### src/rtl/dco_tune_ctrl_pkg.sv
`default_nettype none
// ============================================================================
//  Module      : dco_tune_ctrl_pkg
//  Description : Shared types and default constants for the DCO tuning
//                controller (FSM state encoding, default parameter values).
//  Revision    : 1.0  - initial release
// ============================================================================
package dco_tune_ctrl_pkg;

    typedef enum logic [1:0] {
        IDLE   = 2'd0,
        SAR    = 2'd1,
        TRACK  = 2'd2,
        LOCKED = 2'd3
    } state_t;

    localparam int C_DEF_CODE_W   = 8;
    localparam int C_DEF_SETTLE   = 4;
    localparam int C_DEF_LOCK_CNT = 8;
    localparam int C_DEF_LOSS_CNT = 4;

endpackage
`default_nettype wire

### src/rtl/dco_tune_ctrl_settle.sv
`default_nettype none
// ============================================================================
//  Module      : dco_settle_timer
//  Description : Free-running modulo-SETTLE counter. strobe is high for one
//                cycle on the last cycle of every SETTLE-cycle hold window.
//                restart forces the window to begin again on the next edge.
//  Ports       : clk_ref  - clock
//                reset    - asynchronous active-high reset
//                restart  - synchronous restart of the hold window
//                strobe   - one-cycle sample strobe
//  Revision    : 1.0  - initial release
// ============================================================================
module dco_settle_timer
    import dco_tune_ctrl_pkg::*;
#(
    parameter int SETTLE = C_DEF_SETTLE
)(
    input  logic clk_ref,
    input  logic reset,
    input  logic restart,
    output logic strobe
);

    localparam int c_cnt_w = (SETTLE > 2) ? $clog2(SETTLE) : 1;
    localparam logic [c_cnt_w-1:0] c_last = c_cnt_w'(SETTLE - 1);

    logic [c_cnt_w-1:0] r_cnt;

    always_ff @(posedge clk_ref or posedge reset) begin
        if (reset) begin
            r_cnt <= '0;
        end else if (restart || (r_cnt == c_last)) begin
            r_cnt <= '0;
        end else begin
            r_cnt <= r_cnt + c_cnt_w'(1);
        end
    end

    assign strobe = (r_cnt == c_last);

endmodule
`default_nettype wire

### src/rtl/dco_tune_ctrl.sv
`default_nettype none
// ============================================================================
//  Module      : dco_tune_ctrl
//  Description : DCO tuning controller. Binary (SAR) search of the control
//                code from the phase detector lead/lag result, followed by
//                +/-1 tracking and lock detection on direction alternation.
//  Ports       : clk_ref  - sole clock
//                reset    - asynchronous active-high reset
//                lead_lag - 1 = divided clock leads (DCO fast), 0 = lags
//                relock   - synchronous pulse restarting acquisition
//                dco_en   - DCO enable (registered)
//                dco_code - DCO control code, higher = faster (registered)
//                locked   - lock indication (registered)
//                code_sat - one-cycle flag: tracking step clipped (registered)
//  Config      : DCO_TUNE_LOSS_DETECT_EN - when defined, LOSS_CNT consecutive
//                same-direction steps in LOCKED drop lock back to TRACK.
//                When undefined, locked is sticky until reset/relock.
//  Revision    : 1.0  - initial release
// ============================================================================
module dco_tune_ctrl
    import dco_tune_ctrl_pkg::*;
#(
    parameter int CODE_W   = C_DEF_CODE_W,
    parameter int SETTLE   = C_DEF_SETTLE,
    parameter int LOCK_CNT = C_DEF_LOCK_CNT,
    parameter int LOSS_CNT = C_DEF_LOSS_CNT
)(
    input  logic              clk_ref,
    input  logic              reset,
    input  logic              lead_lag,
    input  logic              relock,
    output logic              dco_en,
    output logic [CODE_W-1:0] dco_code,
    output logic              locked,
    output logic              code_sat
);

    localparam int c_idx_w = (CODE_W > 2) ? $clog2(CODE_W) : 1;
    localparam int c_alt_w = $clog2(LOCK_CNT + 1);
    localparam logic [CODE_W-1:0]  c_code_max = '1;
    localparam logic [CODE_W-1:0]  c_code_msb = {1'b1, {(CODE_W-1){1'b0}}};
    localparam logic [c_idx_w-1:0] c_idx_top  = c_idx_w'(CODE_W - 1);
    localparam logic [c_alt_w-1:0] c_alt_lock = c_alt_w'(LOCK_CNT);

    state_t              r_state, w_state_n;
    logic [CODE_W-1:0]   r_code, w_code_n;
    logic                r_en, r_locked, w_locked_n, r_sat, w_sat_n;
    logic [c_alt_w-1:0]  r_alt, w_alt_n, w_alt_step;
    logic                r_prev_dn, w_prev_dn_n;
    logic                r_have_prev, w_have_prev_n;
    logic [c_idx_w-1:0]  r_idx, w_idx_n;
    logic                r_sar_start, w_sar_start_n;
    logic                w_restart, w_strobe, w_at_limit;
    logic [CODE_W-1:0]   w_step_code;

`ifdef DCO_TUNE_LOSS_DETECT_EN
    localparam int c_loss_w = $clog2(LOSS_CNT + 1);
    logic [c_loss_w-1:0] r_loss, w_loss_n, w_loss_inc;
`endif

    dco_settle_timer #(
        .SETTLE  (SETTLE)
    ) u_settle (
        .clk_ref (clk_ref),
        .reset   (reset),
        .restart (w_restart),
        .strobe  (w_strobe)
    );

    // lead_lag=1 means the DCO is fast, so the step is downwards.
    assign w_at_limit  = lead_lag ? (r_code == '0) : (r_code == c_code_max);
    assign w_step_code = lead_lag ? (r_code - CODE_W'(1)) : (r_code + CODE_W'(1));

    // Alternation run length; saturates at LOCK_CNT so it cannot wrap in LOCKED.
    always_comb begin
        w_alt_step = c_alt_w'(1);
        if (r_have_prev && (lead_lag != r_prev_dn)) begin
            w_alt_step = (r_alt == c_alt_lock) ? r_alt : (r_alt + c_alt_w'(1));
        end
    end

`ifdef DCO_TUNE_LOSS_DETECT_EN
    assign w_loss_inc = r_loss + c_loss_w'(1);
`endif

    always_comb begin
        w_state_n     = r_state;
        w_code_n      = r_code;
        w_locked_n    = r_locked;
        w_sat_n       = 1'b0;
        w_alt_n       = r_alt;
        w_prev_dn_n   = r_prev_dn;
        w_have_prev_n = r_have_prev;
        w_idx_n       = r_idx;
        w_sar_start_n = r_sar_start;
        w_restart     = 1'b0;
`ifdef DCO_TUNE_LOSS_DETECT_EN
        w_loss_n      = r_loss;
`endif
        if ((r_state != IDLE) && relock) begin
            // Relock lands in SAR with code 0; the MSB trial is applied on
            // the following cycle (r_sar_start) so the code is visibly cleared.
            w_state_n     = SAR;
            w_code_n      = '0;
            w_locked_n    = 1'b0;
            w_alt_n       = '0;
            w_have_prev_n = 1'b0;
            w_prev_dn_n   = 1'b0;
            w_idx_n       = c_idx_top;
            w_sar_start_n = 1'b1;
            w_restart     = 1'b1;
`ifdef DCO_TUNE_LOSS_DETECT_EN
            w_loss_n      = '0;
`endif
        end else begin
            case (r_state)
                IDLE: begin
                    w_state_n     = SAR;
                    w_code_n      = c_code_msb;
                    w_idx_n       = c_idx_top;
                    w_sar_start_n = 1'b0;
                    w_restart     = 1'b1;
                end
                SAR: begin
                    if (r_sar_start) begin
                        w_code_n      = c_code_msb;
                        w_idx_n       = c_idx_top;
                        w_sar_start_n = 1'b0;
                        w_restart     = 1'b1;
                    end else if (w_strobe) begin
                        w_code_n[r_idx] = ~lead_lag;
                        if (r_idx == '0) begin
                            w_state_n     = TRACK;
                            w_alt_n       = '0;
                            w_have_prev_n = 1'b0;
                        end else begin
                            w_code_n[r_idx - c_idx_w'(1)] = 1'b1;
                            w_idx_n = r_idx - c_idx_w'(1);
                        end
                    end
                end
                TRACK, LOCKED: begin
                    if (w_strobe) begin
                        w_code_n      = w_at_limit ? r_code : w_step_code;
                        w_sat_n       = w_at_limit;
                        w_prev_dn_n   = lead_lag;
                        w_have_prev_n = 1'b1;
                        w_alt_n       = w_alt_step;
                        if ((r_state == TRACK) && (w_alt_step == c_alt_lock)) begin
                            w_state_n  = LOCKED;
                            w_locked_n = 1'b1;
`ifdef DCO_TUNE_LOSS_DETECT_EN
                            w_loss_n   = '0;
`endif
                        end
`ifdef DCO_TUNE_LOSS_DETECT_EN
                        if (r_state == LOCKED) begin
                            if (r_have_prev && (lead_lag == r_prev_dn)) begin
                                if (w_loss_inc == c_loss_w'(LOSS_CNT)) begin
                                    w_state_n  = TRACK;
                                    w_locked_n = 1'b0;
                                    w_alt_n    = c_alt_w'(1);
                                    w_loss_n   = '0;
                                end else begin
                                    w_loss_n   = w_loss_inc;
                                end
                            end else begin
                                w_loss_n = '0;
                            end
                        end
`endif
                    end
                end
                default: w_state_n = IDLE;
            endcase
        end
    end

    always_ff @(posedge clk_ref or posedge reset) begin
        if (reset) begin
            r_state     <= IDLE;
            r_code      <= '0;
            r_en        <= 1'b0;
            r_locked    <= 1'b0;
            r_sat       <= 1'b0;
            r_alt       <= '0;
            r_prev_dn   <= 1'b0;
            r_have_prev <= 1'b0;
            r_idx       <= '0;
            r_sar_start <= 1'b0;
`ifdef DCO_TUNE_LOSS_DETECT_EN
            r_loss      <= '0;
`endif
        end else begin
            r_state     <= w_state_n;
            r_code      <= w_code_n;
            r_en        <= (w_state_n != IDLE);
            r_locked    <= w_locked_n;
            r_sat       <= w_sat_n;
            r_alt       <= w_alt_n;
            r_prev_dn   <= w_prev_dn_n;
            r_have_prev <= w_have_prev_n;
            r_idx       <= w_idx_n;
            r_sar_start <= w_sar_start_n;
`ifdef DCO_TUNE_LOSS_DETECT_EN
            r_loss      <= w_loss_n;
`endif
        end
    end

    assign dco_en   = r_en;
    assign dco_code = r_code;
    assign locked   = r_locked;
    assign code_sat = r_sat;

endmodule
`default_nettype wire

### config.mk
export PLATFORM = sky130hd
export DESIGN_NAME = dco_tune_ctrl
export DESIGN_NICKNAME = d
export VERILOG_FILES = /design/src/rtl/dco_tune_ctrl_pkg.sv /design/src/rtl/dco_tune_ctrl_settle.sv /design/src/rtl/dco_tune_ctrl.sv
export SDC_FILE = /design/constraint.sdc
export NUM_CORES = 1
export LEC_CHECK = 0
export BUFFER_PORTS_ARGS = -buffer_cell sky130_fd_sc_hd__buf_2
export CAP_MARGIN = 20
export CORE_UTILIZATION = 60
export DETAILED_ROUTE_END_ITERATION = 8
export PLACE_DENSITY = 0.8
export RECOVER_POWER = 100
export SYNTH_ARGS = -nofsm -noshare
export SYNTH_HDL_FRONTEND = slang
export SYNTH_SLANG_ARGS = --single-unit
### constraint.sdc
create_clock -name clk_ref -period 2.68 [get_ports clk_ref]
set_clock_uncertainty 0.1 [all_clocks]
set_input_delay 0.402 -clock clk_ref [delete_from_list [all_inputs] [get_ports clk_ref]]
set_output_delay 0.402 -clock clk_ref [all_outputs]
set_load 0.05 [all_outputs]
# Word-level counts from Yosys, hierarchy flattened
# Cells that the tools add are included.
# word_totals
reg_bits,25
input_bits,4
output_inout_bits,11
elab_cells,117
# op_classes
n_addsub,5
n_lt_le_gt_ge,4
eq_ne,15
n_mux,56
n_bitwise,2
n_reduce_logical,24
# op_table
operator,count
$mux W8,7
$mux W4,7
$pmux W8 S3,1
$mux W1,22
$mux W2,7
$mux W3,4
$reduce_bool A2 Y1,6
$ne A3 B3 Y1 const B,3
$reduce_and A3 Y1,3
$add A8 B1 Y8 const B,1
$bwmux W8,1
$eq A4 B4 Y1 const B,2
$eq A8 B8 Y1 const B,1
$logic_not A8 Y1,1
$lt A3 B4 Y1 const B,2
$or A8 B8 Y8,1
$pmux W4 S2,1
$sub A8 B1 Y8 const B,1
$demux W1 S3,2
$eq A2 B2 Y1 const B,3
$ge A3 B1 Y1 const B,2
$ne A3 B2 Y1 const B,2
$pmux W2 S3,1
$pmux W3 S2,1
other kinds (17),24

# Logic depth before layout (Yosys ltp)
# depth
word_depth,11
depth_mapped,8
mapped_depth_nobuf,7

# Hierarchy
# From an unflattened synthesis, not the netlist that was laid out.
# hier_totals
cells_unflattened,228
area_unflattened_um2,1860.5
# by_module_without_submodules
module,instances,cells_per_inst,area_per_inst_um2,seq_area_each_um2
dco_tune_ctrl,1,222,1771.7,575.6
dco_settle_timer,1,6,88.8,50.0

# Least setup slack after synthesis
# No wires, ideal clock.
# synth_timing
path_kind,register to register
startpoint,reg r_code[1] (netlist: dco_code[1])
endpoint,reg r_code[7] (netlist: dco_code[7])
setup_ns,0.130
arrival_time_ns,1.965
required_ns,2.450
setup_slack_ns,0.485
stages_incl_launch_ff,7
n_path_buf,0
synth_period_minus_slack_ns,2.195
path_cell_list,dfrtp_1 ha_1 a211oi_1 o211ai_1 and3_1 nor4_1 nor3b_1
# synth_between
elab_chain_cells,6
word_cells_on_any_way,12
classes_between,2 x add/sub; 2 x eq/ne; 6 x mux; 2 x reduce/logical
# synth_lines
item,line_no,rtl
"start, declared",dco_tune_ctrl.sv:46,"logic [CODE_W-1:0] r_code, w_code_n;"
"start signal, assigned",dco_tune_ctrl.sv:196,r_code <= w_code_n;
$add A8 B1 Y8 or $sub A8 B1 Y8 (tied branches),dco_tune_ctrl.sv:72,assign w_step_code = lead_lag ? (r_code - CODE_W'(1)) : (r_code + CODE_W'(1));
$mux W8,dco_tune_ctrl.sv:72,
$mux W8,dco_tune_ctrl.sv:144,w_code_n = w_at_limit ? r_code : w_step_code;
$mux W8,dco_tune_ctrl.sv:143,if (w_strobe) begin
$pmux W8 S3,dco_tune_ctrl.sv:116,case (r_state)
$mux W8,dco_tune_ctrl.sv:100,if ((r_state != IDLE) && relock) begin
# Several ways; a longest one is shown, not always the timed one. The select of a mux whose other input is x is not followed.
# A chain may end at the register's enable or synchronous reset.

# Final worst setup path
# layout_timing
startpoint,reg r_idx[1]
endpoint,reg r_code[7] (netlist: dco_code[7])
# layout_between
elab_chain_cells,11
word_cells_on_any_way,19
classes_between,1 x add/sub; 4 x order compare; 10 x mux; 1 x bitwise; 3 x reduce/logical
# layout_lines
item,line_no,rtl
"start, declared",dco_tune_ctrl.sv:51,"logic [c_idx_w-1:0] r_idx, w_idx_n;"
"start signal, assigned",dco_tune_ctrl.sv:203,r_idx <= w_idx_n;
"$sub A3 B1 Y3, or another cell as far along",dco_tune_ctrl.sv:137,w_code_n[r_idx - c_idx_w'(1)] = 1'b1;
"$lt A3 B4 Y1 (not written as such), or another cell as far along",dco_tune_ctrl.sv:137,
$logic_and A1 B1 Y1 (not written as such) or $mux W1 (tied branches),"dco_tune_ctrl.sv:137, dco_tune_ctrl.sv:131",
$mux W1 (not written as such) or $demux W1 S3 (tied branches),"dco_tune_ctrl.sv:137, dco_tune_ctrl.sv:131",
$demux W1 S3 or $bwmux W8 (tied branches),"dco_tune_ctrl.sv:137, dco_tune_ctrl.sv:131",
$or A8 B8 Y8 (no line),n/a,
$mux W8 *,dco_tune_ctrl.sv:132,if (r_idx == '0) begin
$mux W8 *,dco_tune_ctrl.sv:130,end else if (w_strobe) begin
$mux W8 *,dco_tune_ctrl.sv:125,if (r_sar_start) begin
$pmux W8 S3 *,dco_tune_ctrl.sv:116,
$mux W8 *,dco_tune_ctrl.sv:100,
# Mark *: on every way between the ends. The rest lies on a longest branch, timed or not. The select of a mux whose other input is x is not followed.

==> key figures <==
Detailed routing
  – DRC violations left: 0
  – Iteration-0 DRC Markers: 124
  – Vias: 1,659
  – Routed WL per cell: 14.8 um
  – Detail Route Antenna Nets: 0
  – Post-DR vias/cell: 5.97
  – Drt pass-1 iters: 4
  – Met1 wire length: 2140 um
  – Drt total wl: 4120 um
  – Metal3 WL: 120 um
  – Top Metal Used: met4
  – Met2 wire length: 1810 um

Worst hold path
  – Hold endpoint: r_state[1]
  – Hold WC Path Type: in -> reg
  – Hold path start: relock
  – Min-Delay Path Depth: 2

Run status
  – Status: completed

Global route
  – First-pass GRT wire length: 7000 um
  – Grt total ovfl: 0
  – Tot GR Track Use: 0.270
  – Pin count of the biggest net entering global routing: 26
  – Initial antenna violation count: 0
  – Vias in the first global route: 1,432

Timing
  – Setup violators final: 0
  – FMAX: 441 MHz
  – Fin crit share: 0.846
  – Fin. Hold Viols: 0
  – Min cycle time layout: 2.27 ns
  – Least-Margin Pin Slew: 1.36 ns
  – Final worst slack: 0.412 ns
  – Hold slack final: 0.241 ns
  – Slew Viols, Final: 0
  – RSZ-0062 raised after global routing: false
  – Slew margin rel.: 0.0951
  – Setup TNS: 0 ns

Cells and area
  – Layout cell share with drive strength beyond 1: 0.0556
  – Most frequent cells in the layout: dfrtp_1 (25), nand2_1 (23), nor2_1 (19)
  – # nets final: 251
  – Post-Layout Cell Count: 278
  – Final core utilization: 0.667
  – Antenna diodes: 0
  – Commonest non-fill, non-tap cell in the layout: dfrtp_1
  – Area growth, synth to finish: 5.70%
  – Fillers: 280

Pwr
  – P per Cell Area: 370 nW/um^2
  – Leakage power total: 0.888 nW
  – Max rail drop VDD: 0.261 mV

Yosys
  – Post-synthesis async set-or-reset flop share: 1.00
  – Distinct cells, synth: 46
  – Synthesis warning total: 0
  – Yosys top cell area share: 0.328
  – Mapped Avg Cell Area: 8.52 um^2
  – Post-Syn Instances: 224
  – Top cells by area, synth: dfrtp_1 (33%), ha_1 (7.2%), nand2_1 (4.5%)
  – Post-synth top area cell: dfrtp_1
  – Syn Std Cell Area: 1910 um^2
  – Number of enable flip-flop cells after synthesis: 0
  – Main flop type after synthesis: dfrtp_1
  – #FFs+latches synth: 25
  – Synthesized Nets: 240
  – Sequential area share after synthesis: 0.328

Setup path
  – Reg2reg setup slack: 0.41 ns
  – Worst path slowest cell: dfrtp_1
  – Crit-path leading delay family: simple AND/OR/NAND/NOR gates
  – Critical path endpoint category: flip-flop
  – Worst R2R End: dco_code[7]
  – Crit-path most repeated cell: nor3b_1
  – R2r worst-path depth: 7
  – Max incr delay on CP: 0.56 ns
  – Crit start category: flip-flop
  – CP bufs+invs: 1
  – Crit path kind: reg -> reg
  – Crit Reg-Reg Startpoint: r_idx[1]
  – CP Data Arrival Time: 2.44 ns
  – CP Cell Sequence: inv_1 > ha_1 > nor3b_1 > o21ai_0 > a31oi_1 > mux2i_1 > nor3b_1
  – Data required time of the worst path: 2.85 ns
  – Crit path max fanout: 10

Place
  – Port Buffers: 14
  – Number of placed instances, taps included: 273
  – Post-DP HPWL: 2910 um
  – Post-Place Setup Slack: 0.455 ns
  – Gpl congestion: 0.856

Die
  – Die area: 3410 um^2
  – Core Area: 3030 um^2
  – Starting Density: 0.631
  – Die Y: 58.4 um
  – # IOs: 15
  – Row count: 20
  – Die width: 58.4 um

Run
  – Number of max-cap violations: 0

CTS
  – Post_cts resized: 0
  – CTS tree: yes
  – CTS Root Cell: clkbuf_4
  – Worst-path clk slew: 0.15 ns
  – # clock sinks: 25
  – Worst skew pair latency: 0.34 ns
  – CTS buffer count: 3
  – Clock buffer depth: 2
  – # H-tree levels: 1
metrics by stage:
stage               power, mW  instance area, um^2
global route            0.784                 2020
CTS                     0.753                 2040
global placement        0.566                 2000
finish                  0.746                 2020
floorplan               0.531                 1910
detailed placement      0.568                 2000
synth_stat cells (all sizes together) (7+ instances only):
cell type / count
a21oi: 12
dfrtp: 25
ha: 11
inv: 9
nand2: 23
nor2: 19
nor2b: 7
nor3b: 8
o21ai: 17
o31ai: 7
report_power, final:
| group | total [mW] | switching [mW] | internal, mW | leakage [nW] |
|---|---|---|---|---|
| sequential | 0.403 | 0.0154 | 0.388 | 0.322 |
| combinational | 0.158 | 0.105 | 0.0530 | 0.553 |
| clock | 0.185 | 0.128 | 0.0573 | 0.0139 |
| total | 0.746 | 0.248 | 0.498 | 0.888 |
repair_timing:
action	in CTS	in global routing
hold buffers	1	0
hold endpoints to repair	25	0
buffers inserted	0	0
cell families after synthesis:
family | synth area share
muxes | 0.0374
other | 0.00196
adders and majority gates | 0.0826
buffers and inverters | 0.0459
and+or+nand+nor | 0.231
AOI/OAI and AO/OA | 0.242
DFF | 0.328
xor gates and xnor gates | 0.0321
area by class of cell:
cell class,count,area [um^2],share of cell area
Sequential cell,25,626,0.310
Multi-Input combinational cell,179,1200,0.593
Clock inverter,1,7.51,0.00372
Inverter,9,33.8,0.0167
Tap cell,44,55.1,0.0273
Timing Repair Buffer,17,77.6,0.0384
Clock buffer,3,22.5,0.0112
registers in the layout, summed over array words and instances, names as in the netlist:
register,flops
r_sar_start,1
r_alt,4
r_idx,3
dco_en,1
code_sat,1
r_prev_dn,1
r_have_prev,1
u_settle.r_cnt,2
dco_code,8
locked,1
r_state,2
how the worst max path moves through the flow:
stage	from	endpoint	slack, ns	depth (start not counted)
after floorplan	dco_code[1]	dco_code[7]	0.49	6
after global placement	r_idx[1]	dco_code[6]	0.46	7
after detailed placement	lead_lag	dco_code[7]	0.45	7
after CTS	r_idx[1]	dco_code[7]	0.44	7
after global routing	r_idx[1]	dco_code[6]	0.21	7
final	r_idx[1]	dco_code[7]	0.41	7
layer usage:
metal  vias to the layer above  GRT usage
met5                         -          0
met4                         0     0.0612
met3                         4     0.0264
met2                        25      0.396
met1                       793      0.430
li1                        837          -
(Power assumes the default switching activity.)
